### src/rtl/pr_region_freeze_ctrl.sv
// Per-region partial-reconfiguration freeze controller: answers the software
// freeze/unfreeze handshake and drives the region's freeze, reset and stop signals.
module pr_region_freeze_ctrl #(
    parameter int STOP_TIMEOUT  = 256,
    parameter int UNFREEZE_WAIT = 16
) (
    input  logic       clk,
    input  logic       reset_n,
    input  logic       freeze_req,
    input  logic       unfreeze_req,
    input  logic       reset_req,
    output logic       freeze_status,
    output logic       unfreeze_status,
    output logic [1:0] illegal_req,
    output logic       timed_out,
    output logic       stop_req,
    input  logic       stop_ack,
    output logic       region_freeze,
    output logic       region_reset
);

    localparam int MAX_WAIT = (STOP_TIMEOUT > UNFREEZE_WAIT) ? STOP_TIMEOUT : UNFREEZE_WAIT;
    localparam int CNT_W    = $clog2(MAX_WAIT + 1);

    typedef enum logic [1:0] {
        RUN        = 2'd0,
        FREEZING   = 2'd1,
        FROZEN     = 2'd2,
        UNFREEZING = 2'd3
    } state_t;

    state_t             state_q, state_d;
    logic [CNT_W-1:0]   cnt_q, cnt_d;
    logic               fr_q, ur_q;
    logic               freeze_status_q, freeze_status_d;
    logic               unfreeze_status_q, unfreeze_status_d;
    logic [1:0]         illegal_q, illegal_d;
    logic               timed_out_q, timed_out_d;
    logic               stop_req_q, stop_req_d;
    logic               region_freeze_q, region_freeze_d;
    logic               region_reset_q, region_reset_d;
    logic               fr_rise, ur_rise;

    assign fr_rise = freeze_req & ~fr_q;
    assign ur_rise = unfreeze_req & ~ur_q;

    // Next-state, counter and registered-output computation.
    always_comb begin
        state_d           = state_q;
        cnt_d             = cnt_q;
        freeze_status_d   = freeze_status_q;
        unfreeze_status_d = unfreeze_status_q;
        timed_out_d       = timed_out_q;
        stop_req_d        = stop_req_q;
        region_freeze_d   = region_freeze_q;
        region_reset_d    = 1'b0;

        // An illegal bit is held while its request level stays high; setting wins.
        illegal_d[0] = (fr_rise & ((state_q != RUN) | ur_rise)) | (illegal_q[0] & freeze_req);
        illegal_d[1] = (ur_rise & ((state_q != FROZEN) | fr_rise)) | (illegal_q[1] & unfreeze_req);

        case (state_q)
            RUN: begin
                if (fr_rise && !ur_rise) begin
                    state_d           = FREEZING;
                    stop_req_d        = 1'b1;
                    unfreeze_status_d = 1'b0;
                    timed_out_d       = 1'b0;
                    cnt_d             = '0;
                end else begin
                    state_d = RUN;
                end
            end
            FREEZING: begin
                if (stop_ack || (cnt_q == CNT_W'(STOP_TIMEOUT - 1))) begin
                    state_d         = FROZEN;
                    timed_out_d     = ~stop_ack;
                    stop_req_d      = 1'b0;
                    region_freeze_d = 1'b1;
                    freeze_status_d = 1'b1;
                end else begin
                    cnt_d = cnt_q + CNT_W'(1);
                end
            end
            FROZEN: begin
                if (ur_rise && !fr_rise) begin
                    state_d         = UNFREEZING;
                    freeze_status_d = 1'b0;
                    region_reset_d  = 1'b0;
                    cnt_d           = '0;
                end else begin
                    region_reset_d  = reset_req;
                end
            end
            UNFREEZING: begin
                if (cnt_q == CNT_W'(UNFREEZE_WAIT - 1)) begin
                    state_d           = RUN;
                    region_freeze_d   = 1'b0;
                    unfreeze_status_d = 1'b1;
                end else begin
                    cnt_d = cnt_q + CNT_W'(1);
                end
            end
            default: begin
                state_d = RUN;
            end
        endcase
    end

    // State, counter, edge-detect and output registers.
    always_ff @(posedge clk or negedge reset_n) begin
        if (!reset_n) begin
            state_q           <= RUN;
            cnt_q             <= '0;
            fr_q              <= 1'b0;
            ur_q              <= 1'b0;
            freeze_status_q   <= 1'b0;
            unfreeze_status_q <= 1'b0;
            illegal_q         <= 2'b00;
            timed_out_q       <= 1'b0;
            stop_req_q        <= 1'b0;
            region_freeze_q   <= 1'b0;
            region_reset_q    <= 1'b0;
        end else begin
            state_q           <= state_d;
            cnt_q             <= cnt_d;
            fr_q              <= freeze_req;
            ur_q              <= unfreeze_req;
            freeze_status_q   <= freeze_status_d;
            unfreeze_status_q <= unfreeze_status_d;
            illegal_q         <= illegal_d;
            timed_out_q       <= timed_out_d;
            stop_req_q        <= stop_req_d;
            region_freeze_q   <= region_freeze_d;
            region_reset_q    <= region_reset_d;
        end
    end

    assign freeze_status   = freeze_status_q;
    assign unfreeze_status = unfreeze_status_q;
    assign illegal_req     = illegal_q;
    assign timed_out       = timed_out_q;
    assign stop_req        = stop_req_q;
    assign region_freeze   = region_freeze_q;
    assign region_reset    = region_reset_q;

endmodule

### config.mk
export PLATFORM = sky130hd
export DESIGN_NAME = pr_region_freeze_ctrl
export DESIGN_NICKNAME = d
export VERILOG_FILES = /design/src/rtl/pr_region_freeze_ctrl.sv
export SDC_FILE = /design/constraint.sdc
export NUM_CORES = 1
export LEC_CHECK = 0
export CORE_AREA = 2 2 51 53
export DETAILED_ROUTE_END_ITERATION = 7
export DIE_AREA = 0 0 53 55
export GPL_ROUTABILITY_DRIVEN = 0
export PLACE_DENSITY = 0.74
export SLEW_MARGIN = 20
export SYNTH_ARGS = -nofsm -noshare
export SYNTH_HDL_FRONTEND = slang
export SYNTH_SLANG_ARGS = --single-unit
### constraint.sdc
create_clock -name clk -period 2.5 [get_ports clk]
set_input_delay 0.5 -clock clk [delete_from_list [all_inputs] [get_ports clk]]
set_output_delay 0.5 -clock clk [all_outputs]
set_load 0.005 [all_outputs]
== After elaboration in Yosys (flattened, before gate mapping) ==
Index checks and enable logic that the tools add are counted.

* Multiplexer cells: 25
* Add/sub/neg operators: 1
* Equality and inequality tests: 12
* Reductions and logical operators: 17
* Bitwise gates (word level): 13

{| class="wikitable"
|+ Operators by type and width
! kind !! number
|-
| $mux W9 || 4
|-
| $pmux W9 S4 || 1
|-
| $reduce_and A3 Y1 || 5
|-
| $ne A2 B2 Y1 const B || 7
|-
| $mux W1 || 11
|-
| $pmux W1 S2 || 5
|-
| $reduce_bool A2 Y1 || 5
|-
| $add A9 B1 Y9 const B || 1
|-
| $eq A9 B4 Y1 const B || 1
|-
| $eq A9 B8 Y1 const B || 1
|-
| $pmux W2 S4 || 1
|-
| $and A1 B1 Y1 || 6
|-
| $mux W2 || 3
|-
| $eq A2 B2 Y1 const B || 2
|-
| $or A1 B1 Y1 || 4
|-
| $reduce_and A4 Y1 || 1
|-
| $not A1 Y1 || 3
|-
| $eq A2 B1 Y1 const B || 1
|-
| $logic_and A1 B1 Y1 || 2
|-
| $logic_not A1 Y1 || 2
|-
| $logic_not A2 Y1 || 1
|-
| $logic_or A1 B1 Y1 || 1
|}

* Bits of input ports: 6
* Logic and storage cells: 79
* Bits in registers: 21

== Logic depth before layout (Yosys ltp) ==
Gate-level depths: netlist of the first run.

* Word-level depth: 6
* Mapped depth: 10
* Depth with buffers taken out: 9

== Worst setup path after synthesis of the first run ==
No wires, ideal clock.

* Path type: reg2reg
* Start point: register cnt_q[0]
* End point: register cnt_q[3]
* Stages on the path, launching flop included: 10
* Path buffers: 0
* Path slack: 0.267 ns
* Arrival: 2.168 ns
* Cell sequence: dfrtp_1 -> ha_1 -> and3_1 -> and3_1 -> and3_1 -> ha_1 -> o21ai_2 -> nand3_2 -> or4b_1 -> nand2_1

* Longest elaborated chain between the ends: 4

{| class="wikitable"
|+ RTL lines
! item !! RTL line !! text
|-
| from (decl) || 33 || <nowiki>logic [CNT_W-1:0] cnt_q, cnt_d;</nowiki>
|-
| from (signal assigned) || 126 || <nowiki>cnt_q <= cnt_d;</nowiki>
|-
| parallel branches: the longest is 4 deep, another holds $add A9 B1 Y9 || -- ||
|}

Several ways; the timed one is not identified. The select of a mux whose other input is x is not followed.
A chain may end at the register's enable or synchronous reset.

== Worst setup path after layout of the first run ==
* Start point: register cnt_q[0]
* End point: register cnt_q[5]

The elaborated chain is that of the path after synthesis.

==> metrics.txt, run 1 <==
run status finished, final reports clean; worst slew margin relative to its limit roughly 64%; via density per instance 5.59; worst setup timing slack at the placement stage approximately 120 ps; grt total ovfl 0; number of buffers inserted during clock tree synthesis 3; setup fix buffers added after clock tree synthesis 0; total number of placement rows 18; number of global-route vias before repair 901; number of antenna violations at the first check in global routing 0; Distinct cells, synth 36; total nets after synthesis 134; CTS Root Cell sky130_fd_sc_hd__clkbuf_4; pin count of the biggest net entering global routing 22; Max FO, Critical Path 6; CP max stage delay roughly 420 ps; Max Cap Violations 0; Cell Area, Placed about 1400 um2; CTS HTree Levels 1; highest ir drop seen on vdd 0.531 mV; CP endpoint kind register; main flop type after synthesis sky130_fd_sc_hd__dfrtp_1; layout cells sized above 1 12.9%; Hold Violations, Final 0; layout overhead on the synthesized area 17.2%; pins over their slew limit 0; critical-path cell list ha_1 > and3_1 > and3_1 > and3_1 > ha_2 > o21ai_2 > nand4_1 > or2_4 > o31ai_1; setup_tns 0 ps; setup violation total in the final timing report 0; Die Width 53 um; Syn Area/Cell 10.0 um2; overall via count from detail_route 944; area of the die roughly 2900 um2; unrepaired setup endpoints after global routing no; number of non-filler instances in the completed layout 169; CP max stage cell sky130_fd_sc_hd__dfrtp_1; cell area after layout 1420 um2; die height roughly 55 um; final routed wire length divided by cell count 14.4 um; transition time of the tightest slew-check pin 536 ps; Worst-path clk slew 120 ps; biggest area consumer among synthesized cells sky130_fd_sc_hd__dfrtp_1; leak pwr 0.621 nW; placeable core area 2360 um2; total DRC errors in the routed layout 0; pwr/cell area between 800 and 900 nW/um2; Seq cells post-synth 21; setup slack after layout 148 ps; Overall Global Routing Usage 19.3%; synthesized area between 1000 and 1500 um2; total half-perimeter wirelength after legalization and detailed placement between 1.5 and 2 mm; count of filler cells inserted in the layout 211; most frequently used cell type in the post-synthesis netlist sky130_fd_sc_hd__dfrtp_1; later-pin clock latency in the skew report 310 ps; clock sinks 21; CTS tree yes; Ports 14; post-CTS sizing 0; required time at the endpoint of the critical path 2720 ps; Worst Setup Path Type reg -> reg; cell total after placement 165; number of inserted diodes 0; startpoint class of the critical path register; cts hold-fix bufs 0; wire length of the first global-routing pass 4.00 mm; number of flops mapped to enable cells by yosys 0; depth of the most critical reg-to-reg path 9; Detail Route Antenna Nets 0; gate count of the mapped netlist approximately 120; deepest clock path buffer count 2; minimum setup slack among reg-to-reg paths 150 ps; sum of internal, switching and leakage power 1.15 mW; timing-limited maximum frequency between 400 and 500 MHz; portion of the post-synthesis area used by sequential elements 43.3%; endpoint of the worst register-to-register path cnt_q[5]$_DFFE_PN0P_; arrival time at the worst endpoint about 2600 ps; most frequent CP cell sky130_fd_sc_hd__and3_1; share of the core filled with cells 60.2%; leading cell types by total area after synthesis sky130_fd_sc_hd__dfrtp_1 43%, sky130_fd_sc_hd__ha_1 7.2%, sky130_fd_sc_hd__o21ai_0 7.0%; register containing the most flip-flops in the final layout cnt_q; number of buffer cells added on primary ports 13; number of flip-flops in the largest register 9; most frequent cells after synthesis 21 x sky130_fd_sc_hd__dfrtp_1, 17 x sky130_fd_sc_hd__o21ai_0, 11 x sky130_fd_sc_hd__nand2_1; worst hold slack between 500 and 600 ps; router iterations before antenna repair 4; area share of the largest cell type after synthesis 43.3%; FFs w/ async S/R, synth 100%; starting utilization of the core area 51.3%; startpoint of the most critical register-to-register path cnt_q[0]$_DFFE_PN0P_; final WL between 2 and 2.5 mm; number of nets in the finished design 153; fin crit share 94.1%; 1st-iter DRT viols 18; worst clock skew 1.39 ps; Worst Hold Class in -> async; Yosys warning total 0; clock period minus final worst setup slack 2350 ps
per-layer routing:
metal / GRT usage (%) / vias to the layer above / wire length, um
met2: 30.6 / 21 / 1120
met1: 24.9 / 434 / 1180
met4: 12.0 / 0 / 55
li1: - / 484 / -
met3: 2.69 / 5 / 85
met5: 0 / - / 0
power breakdown:
group          leakage, nW  internal [mW]  switching [mW]
Clock               0.0150         0.0625           0.107
Sequential           0.272          0.395          0.0478
Combinational        0.334          0.242           0.299
Total                0.621          0.700           0.454
final cells by class:
cell class                 count  area [um2]  share of cell area [%]
timing repair buffer          15         145                    10.2
inverter                       4        15.0                    1.06
sequential                    21         526                    36.9
multi-input combinational     95         673                    47.3
tap                           30        37.5                    2.64
clock buffer                   4        26.3                    1.85
worst max path at each step:
stage / from / endpoint / slack (ps) / depth (start not counted)
floorplan: cnt_q[0]$_DFFE_PN0P_ / cnt_q[3]$_DFFE_PN0P_ / 270 / 9
global placement: cnt_q[0]$_DFFE_PN0P_ / cnt_q[3]$_DFFE_PN0P_ / 190 / 9
detailed placement: cnt_q[0]$_DFFE_PN0P_ / cnt_q[5]$_DFFE_PN0P_ / 120 / 9
CTS: cnt_q[0]$_DFFE_PN0P_ / cnt_q[5]$_DFFE_PN0P_ / 80 / 9
global route: cnt_q[0]$_DFFE_PN0P_ / cnt_q[5]$_DFFE_PN0P_ / 30 / 9
finish: cnt_q[0]$_DFFE_PN0P_ / cnt_q[5]$_DFFE_PN0P_ / 150 / 9
logic make-up (layout without fill, tap and decap cells):
group,Yosys count,after routing,share of synthesized area [%]
multiplexers,1,1,0.928
adder cells (fa/ha/maj),7,7,7.22
buffers and inverters,5,23,1.65
AO/OA/AOI/OAI,42,42,23.8
flip-flops,21,21,43.3
AND/OR/NAND/NOR,45,45,23.1
placed cells by master (no fill, tap or decap), types with 2 or more instances in the layout:
| master | Yosys | final |
|---|---|---|
| sky130_fd_sc_hd__a31oi_1 | 2 | 2 |
| sky130_fd_sc_hd__clkbuf_4 | 0 | 3 |
| sky130_fd_sc_hd__inv_1 | 4 | 4 |
| sky130_fd_sc_hd__nand2_1 | 11 | 11 |
| sky130_fd_sc_hd__o21ai_1 | 4 | 4 |
| sky130_fd_sc_hd__o21a_1 | 2 | 2 |
| sky130_fd_sc_hd__nand2b_1 | 4 | 4 |
| sky130_fd_sc_hd__nor2_1 | 8 | 8 |
| sky130_fd_sc_hd__nand2b_4 | 2 | 2 |
| sky130_fd_sc_hd__buf_4 | 0 | 2 |
| sky130_fd_sc_hd__or4b_1 | 2 | 2 |
| sky130_fd_sc_hd__and3_1 | 5 | 5 |
| sky130_fd_sc_hd__dfrtp_1 | 21 | 21 |
| sky130_fd_sc_hd__and2_1 | 2 | 2 |
| sky130_fd_sc_hd__a21oi_1 | 4 | 4 |
| sky130_fd_sc_hd__o31ai_1 | 2 | 2 |
| sky130_fd_sc_hd__nand3_2 | 2 | 2 |
| sky130_fd_sc_hd__ha_1 | 7 | 6 |
| sky130_fd_sc_hd__o21ai_0 | 17 | 17 |
| sky130_fd_sc_hd__clkdlybuf4s50_1 | 0 | 13 |
| sky130_fd_sc_hd__o21ai_4 | 2 | 2 |
| sky130_fd_sc_hd__a22o_1 | 2 | 2 |
| sky130_fd_sc_hd__nand3_1 | 2 | 2 |
critical path, delay by kind of cell (launching register included):
kind	cells	cell delay [ps]
adders and majority gates	2	440
AOI/OAI and AO/OA	2	390
and+or+nand+nor	5	1010
DFF	1	420
Power figures use the tool's default switching activity.
==> run 2, diff against run 1 <==
--- a/config.mk
+++ b/config.mk
@@ -5,11 +5,10 @@
 export SDC_FILE = /design/constraint.sdc
 export NUM_CORES = 1
 export LEC_CHECK = 0
-export CORE_AREA = 2 2 51 53
+export CORE_AREA = 2 2 50 52
 export DETAILED_ROUTE_END_ITERATION = 7
-export DIE_AREA = 0 0 53 55
-export GPL_ROUTABILITY_DRIVEN = 0
-export PLACE_DENSITY = 0.74
+export DIE_AREA = 0 0 52 54
+export PLACE_DENSITY = 0.77
 export SLEW_MARGIN = 20
 export SYNTH_ARGS = -nofsm -noshare
 export SYNTH_HDL_FRONTEND = slang
==> constraint.sdc (replaced) <==
create_clock -name clk -period 2.9 [get_ports clk]
set_input_delay 0.58 -clock clk [delete_from_list [all_inputs] [get_ports clk]]
set_output_delay 0.58 -clock clk [all_outputs]
set_load 0.005 [all_outputs]
==> run 2 against run 1 <==
  * Critical endpoint is now cnt_q[3]$_DFFE_PN0P_
  * Clock-buffer cell count decreased by 1
  * Global-route usage decreased by 0.68 points
  * Critical path depth unchanged
  * Clock skew increased by 3.6 ps
  * Die area decreased by 3.7%
  * Total power decreased by 16%
  * Cell count unchanged
  * Highest routed layer unchanged
  * Via count increased by 3.0%
  * Setup slack improved by 350 ps
  * Non-clock buffer count unchanged
  * Sequential share of layout area increased by 0.098 points
==> metrics.txt, run 2 (synthesized netlist as in run 1, its figures left out) <==
setup_tns 0 ps (unchanged); clock sinks 21 (unchanged); commonest non-fill, non-tap cell in the layout sky130_fd_sc_hd__dfrtp_1 (unchanged); CTS HTree Levels 1 (unchanged); number of buffer cells added on primary ports 13 (unchanged); depth of the most critical reg-to-reg path 9 (unchanged); Cell Area, Placed 1390 um2 (unchanged); Worst-path clk slew 120 ps (about the same); total half-perimeter wirelength after legalization and detailed placement 1.81 mm (was 1.77 mm); post-CTS sizing 0 (unchanged); Max Cap Violations 0 (unchanged); clock period minus final worst setup slack 2410 ps (was 2350 ps); number of buffers inserted during clock tree synthesis 3 (unchanged); router iterations before antenna repair 4 (unchanged); setup fix buffers added after clock tree synthesis 0 (unchanged); transition time of the tightest slew-check pin 555 ps (was 536 ps); final routed wire length divided by cell count 13.9 um (was 14.4 um); later-pin clock latency in the skew report 300 ps (was 310 ps); number of nets in the finished design 153 (unchanged); pin count of the biggest net entering global routing 22 (unchanged); register containing the most flip-flops in the final layout cnt_q (unchanged); worst clock skew 5.01 ps (was 1.39 ps); area of the die 2810 um2 (was 2920 um2); Worst Setup Path Type reg -> reg (unchanged); endpoint of the worst register-to-register path cnt_q[3]$_DFFE_PN0P_ (was cnt_q[5]$_DFFE_PN0P_); total DRC errors in the routed layout 0 (unchanged); grt total ovfl 0 (unchanged); overall via count from detail_route 972 (was 944); startpoint class of the critical path register (unchanged); dominant delay contributor by cell family on the critical path simple AND/OR/NAND/NOR gates (unchanged); highest ir drop seen on vdd 0.514 mV (was 0.531 mV); run status finished, final reports clean (unchanged); wire length of the first global-routing pass 3.81 mm (was 4.00 mm); startpoint of the most critical register-to-register path cnt_q[0]$_DFFE_PN0P_ (unchanged); Overall Global Routing Usage 18.6% (was 19.3%); Worst Hold Class reg -> reg (was in -> async); CTS Root Cell sky130_fd_sc_hd__clkbuf_4 (unchanged); arrival time at the worst endpoint 2650 ps (was 2570 ps); cts hold-fix bufs 0 (unchanged); layout overhead on the synthesized area 16.9% (was 17.2%); leak pwr 0.623 nW (was 0.621 nW); via density per instance 5.75 (was 5.59); CTS tree yes (unchanged); cell area after layout 1420 um2 (about the same); commonest cells after routing, fill and taps aside 21 x sky130_fd_sc_hd__dfrtp_1, 17 x sky130_fd_sc_hd__o21ai_0, 13 x sky130_fd_sc_hd__clkdlybuf4s50_1 (unchanged); number of antenna violations at the first check in global routing 0 (unchanged); Buf/Inv on CP 0 (unchanged); setup violation total in the final timing report 0 (unchanged); timing-limited maximum frequency 416 MHz (was 425 MHz); minimum setup slack among reg-to-reg paths 490 ps (was 150 ps); critical-path cell list ha_1 > and3_1 > and3_1 > and3_1 > ha_1 > o21ai_2 > nand3_2 > or4b_1 > nand2_1 (was ha_1 > and3_1 > and3_1 > and3_1 > ha_2 > o21ai_2 > nand4_1 > or2_4 > o31ai_1); worst setup timing slack at the placement stage 525 ps (was 117 ps); number of flip-flops in the largest register 9 (unchanged); Detail Route Antenna Nets 0 (unchanged); CP endpoint kind register (unchanged); unrepaired setup endpoints after global routing no (unchanged); required time at the endpoint of the critical path 3150 ps (was 2720 ps); placeable core area 2320 um2 (was 2360 um2); Ports 14 (unchanged); worst hold slack 511 ps (was 506 ps); Hold EP illegal_req[0]$_DFF_PN0_; CP max stage cell sky130_fd_sc_hd__or4b_1 (was sky130_fd_sc_hd__dfrtp_1); critical hold path startpoint illegal_req[0]$_DFF_PN0_; Hold Violations, Final 0 (unchanged); total number of placement rows 18 (unchanged); worst slew margin relative to its limit 62.8% (was 64.2%); die height 54 um (was 55 um); hold path depth 1; most frequent CP cell sky130_fd_sc_hd__and3_1 (unchanged); share of the core filled with cells 61.2% (was 60.2%); pins over their slew limit 0 (unchanged); final WL 2.35 mm (was 2.44 mm); CP max stage delay 510 ps (was 420 ps); layout cells sized above 1 12.2% (was 12.9%); Max FO, Critical Path 6 (unchanged); setup slack after layout 494 ps (was 148 ps); deepest clock path buffer count 2 (unchanged); number of global-route vias before repair 871 (was 901); fin crit share 83.0% (was 94.1%); number of inserted diodes 0 (unchanged); Placer Congestion between 0.8 and 0.9; Die Width 52 um (was 53 um); 1st-iter DRT viols 26 (was 18); starting utilization of the core area 52.3% (was 51.3%); pwr/cell area 687 nW/um2 (was 811 nW/um2)
run 2: through the flow:
stage	std cells	power [mW]
final	169	0.974
after CTS	169	0.983
after global placement	165	0.827
after floorplan	121	0.689
after detailed placement	165	0.842
after global routing	169	1.05
run 2: final cells by class:
cell class                 instances  area (um2)
fill                             198         901
multi-input combinational         95         668
sequential                        21         526
timing repair buffer              15         145
tap                               30        37.5
clock buffer                       3        22.5
inverter                           4        15.0
clock inverter                     1        5.00
run 2: worst max path at each step:
stage	from	end	slack, ps	depth (start not counted)
global placement	cnt_q[0]$_DFFE_PN0P_	cnt_q[3]$_DFFE_PN0P_	600	9
finish	cnt_q[0]$_DFFE_PN0P_	cnt_q[3]$_DFFE_PN0P_	490	9
floorplan	cnt_q[0]$_DFFE_PN0P_	cnt_q[3]$_DFFE_PN0P_	670	9
global route	cnt_q[0]$_DFFE_PN0P_	cnt_q[5]$_DFFE_PN0P_	340	9
detailed placement	cnt_q[0]$_DFFE_PN0P_	cnt_q[3]$_DFFE_PN0P_	530	9
CTS	cnt_q[0]$_DFFE_PN0P_	cnt_q[3]$_DFFE_PN0P_	490	9
run 2: where the power goes:
group	leakage (nW)	switching (mW)	internal, mW	total (mW)
logic	0.333	0.252	0.204	0.455
clock network	0.0177	0.0862	0.0514	0.138
registers	0.272	0.0406	0.341	0.382
run 2: per-layer routing:
| layer | wire length (um) | GRT usage, % |
|---|---|---|
| met4 | 20 | 9.65 |
| met3 | 77 | 2.50 |
| met5 | 0 | 0 |
| met1 | 1120 | 24.9 |
| met2 | 1140 | 29.3 |
